## src/rtl/mem_loader_pkg.sv

```systemverilog
// mem_loader_pkg: state and strobe definitions for the program loader.
// Shared by the loader and the surrounding FPGA top level.
package mem_loader_pkg;

  typedef enum logic [2:0] {
    IDLE,
    ACCEPT,
    WRITE,
    VERIFY,
    RELEASE
  } loader_state_t;

  localparam logic [3:0] WSTRB_WORD = 4'b1111;
  localparam logic [3:0] WSTRB_READ = 4'b0000;

  function automatic logic [31:0] word_addr(
    input logic [31:0] base,
    input logic [31:0] idx
  );
    return base + (idx << 2);
  endfunction

endpackage

```

## src/rtl/mem_loader.sv

```systemverilog
// mem_loader: writes a program image over the native memory bus while the
// CPU is held in reset. Define MEM_LOADER_VERIFY_EN for read-back checking.
module mem_loader
  import mem_loader_pkg::*;
#(
  parameter logic [31:0] BASE_ADDR = 32'h0000_0000,
  parameter int          MAX_WORDS = 256
) (
  input  logic                             clk,
  input  logic                             reset,
  input  logic                             start,
  input  logic                             in_valid,
  output logic                             in_ready,
  input  logic [31:0]                      in_data,
  input  logic                             in_last,
  output logic                             busy,
  output logic                             done,
  output logic                             error,
  output logic [$clog2(MAX_WORDS+1)-1:0]   word_count,
  output logic                             bus_grant,
  output logic                             cpu_reset_n,
  output logic                             mem_valid,
  output logic                             mem_instr,
  input  logic                             mem_ready,
  output logic [31:0]                      mem_addr,
  output logic [31:0]                      mem_wdata,
  output logic [3:0]                       mem_wstrb,
  input  logic [31:0]                      mem_rdata
);

  localparam int            CW  = $clog2(MAX_WORDS + 1);
  localparam logic [CW-1:0] CAP = CW'(MAX_WORDS);

  loader_state_t r_state, w_state;
  logic [CW-1:0] r_count, w_count;
  logic          r_error, w_error;
  logic          r_cpu_rst_n, w_cpu_rst_n;
  logic [31:0]   r_addr, w_addr;
  logic [31:0]   r_wdata, w_wdata;
  logic          r_last, w_last;

`ifndef MEM_LOADER_VERIFY_EN
  logic w_unused_rdata;
  assign w_unused_rdata = ^mem_rdata;
`endif

  always_ff @(posedge clk or posedge reset) begin
    if (reset) begin
      r_state     <= IDLE;
      r_count     <= '0;
      r_error     <= 1'b0;
      r_cpu_rst_n <= 1'b0;
      r_addr      <= '0;
      r_wdata     <= '0;
      r_last      <= 1'b0;
    end else begin
      r_state     <= w_state;
      r_count     <= w_count;
      r_error     <= w_error;
      r_cpu_rst_n <= w_cpu_rst_n;
      r_addr      <= w_addr;
      r_wdata     <= w_wdata;
      r_last      <= w_last;
    end
  end

  always_comb begin
    w_state     = r_state;
    w_count     = r_count;
    w_error     = r_error;
    w_cpu_rst_n = r_cpu_rst_n;
    w_addr      = r_addr;
    w_wdata     = r_wdata;
    w_last      = r_last;
    unique case (r_state)
      IDLE: begin
        if (start) begin
          w_count     = '0;
          w_error     = 1'b0;
          w_cpu_rst_n = 1'b0;
          w_state     = ACCEPT;
        end
      end
      ACCEPT: begin
        if (in_valid) begin
          // A full image consumes the extra word and ends the session.
          if (r_count == CAP) begin
            w_error = 1'b1;
            w_state = RELEASE;
          end else begin
            w_wdata = in_data;
            w_last  = in_last;
            w_addr  = word_addr(BASE_ADDR, 32'(r_count));
            w_state = WRITE;
          end
        end
      end
      WRITE: begin
        if (mem_ready) begin
          w_count = r_count + 1'b1;
`ifdef MEM_LOADER_VERIFY_EN
          w_state = VERIFY;
`else
          w_state = r_last ? RELEASE : ACCEPT;
`endif
        end
      end
`ifdef MEM_LOADER_VERIFY_EN
      VERIFY: begin
        if (mem_ready) begin
          if (mem_rdata != r_wdata) w_error = 1'b1;
          w_state = r_last ? RELEASE : ACCEPT;
        end
      end
`endif
      RELEASE: begin
        w_cpu_rst_n = ~r_error;
        w_state     = IDLE;
      end
      default: w_state = IDLE;
    endcase
  end

  assign in_ready    = (r_state == ACCEPT);
  assign mem_valid   = (r_state == WRITE) || (r_state == VERIFY);
  assign mem_wstrb   = (r_state == WRITE) ? WSTRB_WORD : WSTRB_READ;
  assign mem_instr   = 1'b0;
  assign mem_addr    = r_addr;
  assign mem_wdata   = r_wdata;
  assign busy        = (r_state != IDLE);
  assign bus_grant   = busy && (r_state != RELEASE);
  assign done        = (r_state == RELEASE);
  assign error       = r_error;
  assign word_count  = r_count;
  assign cpu_reset_n = r_cpu_rst_n;

endmodule

```

## config.mk

```make
export PLATFORM = sky130hd
export DESIGN_NAME = mem_loader
export DESIGN_NICKNAME = d
export VERILOG_FILES = /design/src/rtl/mem_loader_pkg.sv /design/src/rtl/mem_loader.sv
export SDC_FILE = /design/constraint.sdc
export NUM_CORES = 1
export LEC_CHECK = 0
export CAP_MARGIN = 40
export CORE_AREA = 2 2 87 89
export DETAILED_ROUTE_END_ITERATION = 10
export DIE_AREA = 0 0 89 91
export PLACE_DENSITY = 0.9
export SLEW_MARGIN = 30
export SYNTH_ARGS = -nofsm -noshare
export SYNTH_HDL_FRONTEND = slang
export SYNTH_SLANG_ARGS = --single-unit
```

## constraint.sdc

```tcl
create_clock -name clk -period 2.3 [get_ports clk]
set_input_delay 0.23 -clock clk [delete_from_list [all_inputs] [get_ports clk]]
set_output_delay 0.23 -clock clk [all_outputs]
set_load 0.05 [all_outputs]
```

==> impl_metrics.toml <==
[synth]
synth_simple_gate_area_share_pct = 10.63
yosysMostFrequentCell = "dfrtp_1"
seq_area_frac_synth_pct = 51.12
synth_compound_area_share_pct = 4.929
syn_area_per_cell_um2 = 12.52
synth_edf_count = 0
yosys_most_used_dff = "dfrtp_1"
async_flop_share_pct = 100.0
synth_area_leaders = "dfrtp_1, mux2_2, buf_4"
synthMuxAreaShare_pct = 21.09
synth_common_cells = "dfrtp_1, mux2_2, buf_4, mux2_1, nand2_1"
synth_area_mm2 = 0.002741
synth_top_family_by_area = "multiplexers"
synth-adder-area-share_pct = 0.9128
synth_xor_area_share_pct = 0
synth_top_cell_area_share_pct = 51.12
synth_seq_cells = 56
netlist_instances = 219
synthDistinctLibCells = 39
synth_top_cell_by_area = "dfrtp_1"
ys.warnings.count = 0

[die]
rows = 31
coreArea_mm2 = 0.007137
initial_core_util_pct = 38.41
die_y_um = 91
dieArea_mm2 = 0.008099
ios = 155
die_x_um = 89

[cells_and_area]
drive_gt1_share_pct = 21.84
area_delta_synth_final_pct = 39.07
antennaDiodeCount = 0
nFillCells = 622
nets = 387
design_area_mm2 = 0.003812
fin_util_pct = 53.42

[timing]
period_minus_slack_ns = 2.183
setup_violations = 0
finalHoldViolCount = 0
fmaxAchievable_ghz = 0.4581
skew_ns = 0.01405
worst_slack_ns = 0.1169
max_slew_margin_pct = 63.45
worst_pin_slew_ns = 0.5475
rsz0062_at_grt = "false"
slew_viol_final = 0
min_period_over_period_pct = 94.92
fin_setup_tns_ns = 0

[power_and_ir_drop]
pwr-share-clk_pct = 10.2
power_leakage_nw = 1.623
p_int_mw = 2.779
pwr_density_cell_mw_per_mm2 = 1436
power_frac_comb_pct = 60.3
seqPwrFrac_pct = 29.4
p_sw_share_pct = 49.24
netSwitchingPower_mw = 2.695
vdd_drop_max_uv = 742.2

[clock_network]
path_clk_slew_ns = 0.10
cts_buffers = 5
ctsHoldBuffers = 0
clock_latency_ns = 0.31
cts_tree = "built"
htreeDepth = 2
cts_buffer_depth = 2
root_buffer = "clkbuf_8"
cts_sinks = 56

[critical_path]
r2r-end = "mem_wdata[25]"
cp-end-kind = "primary output"
crit_type = "reg2out"
reg2reg_setup_slack_ns = 0.27
crit_required_ns = 2.07
start_kind = "flip-flop"
path_buf_inv = 1
critPathTopFamily = "buffers and inverters"
crit_path_max_fanout = 13
cp_num_cells = 2
critical_path_arrival_ns = 1.95
critPathMaxStageDelay_ns = 0.70
r2r_start = "word_count[1]"
ff2ff_path_depth = 6
crit_start = "r_state[0]"
setup.worst_path.end = "busy"
crit_slowest_cell = "clkdlybuf4s50_1"
path_cells = "or3_1 -> clkdlybuf4s50_1"

[detailed_routing]
wirelength_mm = 5.878
drt_iter0_markers = 99
ant_nets = 0
drcViolationCount = 0
first_pass_iters = 4
num_vias = 1984
wl_per_cell_um = 14.16
vias_per_cell = 4.781

[global_route]
grt_pass1_wl_mm = 9.335
gr-total-overflow = 0
antenna_found_initial = 0
grt_max_degree = 43
grt_pass1_vias = 1970
grt_usage_pct = 14.71

[place]
post-place-ws_ns = 0.2823
io_buffer_count = 98
gp_congestion = 0.8132
place_hpwl_mm = 4.410
placed_cell_area_mm2 = 0.003717

[min_path]
min_path_type = "in2async"

[status]
status = "finished, final reports clean"

[job]
max_cap_violations = 0
[worst reg2reg max path, cell delays in order, from the launching register on]
cell and delay, ns:
dfrtp_2 0.46, inv_1 0.07, ha_1 0.17, nor4b_2 0.19, a2111oi_4 0.36, buf_12 0.28
mux2_2 0.40
[worst min-delay path by stage]
stage	endpoint	slack, ns	depth (start not counted)
2_1_floorplan	mem_wdata[10]	0.36	1
3_3_place_gp	mem_wdata[3]	0.47	1
3_5_place_dp	mem_wdata[9]	0.47	1
4_1_cts	mem_wdata[16]	0.32	2
5_1_grt	mem_wdata[16]	0.37	2
6_report	mem_wdata[16]	0.31	2
[stage by stage]
step | instances | power (mW) | hold slack [ns]
global route | 415 | 5.747 | 0.3700
CTS | 415 | 5.539 | 0.3152
finish | 415 | 5.474 | 0.3109
global placement | 407 | 4.876 | 0.4663
detailed placement | 407 | 4.960 | 0.4748
floorplan | 242 | 3.976 | 0.3647
[logic make-up (layout without fill, tap and decap cells)]
family                   Yosys count  after routing
other                              1             24
AO/OA/AOI/OAI                     16             16
flip-flops                        56             56
multiplexers                      52             52
buffers and inverters             46            120
adder cells (fa/ha/maj)            2              2
AND/OR/NAND/NOR                   46             46
[metal layers]
metal / routed length (um) / vias up / track usage, %
li1: - / 906 / -
met3: 493 / 4 / 5.636
met1: 2268 / 985 / 17.49
met2: 3087 / 89 / 24.75
met5: 0 / - / 0
met4: 29 / 0 / 3.731
[what timing repair did]
item | CTS | global route
setup endpoints to repair | 0 | 1
resized for setup | 0 | 1
setup buffers | 0 | 0
[cell usage in the layout, fill, tap and decap left out, types with 6 or more instances in the layout]
cell type,count
clkdlybuf4s50_1,92
mux2i_1,6
inv_1,6
mux2_1,9
mux2_2,37
dfrtp_1,53
clkbuf_8,6
nand2_1,8
buf_4,11
conb_1,24
nand2b_1,6
[state kept, by name, indices dropped and copies added, names as in the netlist]
name and flops:
mem_wdata 32, mem_addr 9, word_count 9, r_state 3, cpu_reset_n 1, error 1, r_last 1
[power by group through the flow]
stage | Sequential, mW | Clock, mW | Combinational [mW]
6_report | 1.61 | 0.561 | 3.30
5_1_grt | 1.66 | 0.626 | 3.46
4_1_cts | 1.62 | 0.591 | 3.33
3_5_place_dp | 1.64 | 0 | 3.32
3_3_place_gp | 1.60 | 0 | 3.27
2_1_floorplan | 2.72 | 0 | 1.26
[area by class of cell]
cell class,count,area (um2),area share (%)
multi-input combinational,140,1120,29.37
timing repair buffer,105,1044,27.37
tap,99,123.9,3.249
inverter,7,26.28,0.6892
sequential,56,1405,36.86
clock buffer,7,86.33,2.265
clock inverter,1,7.507,0.1969
Power figures use the tool's default switching activity.
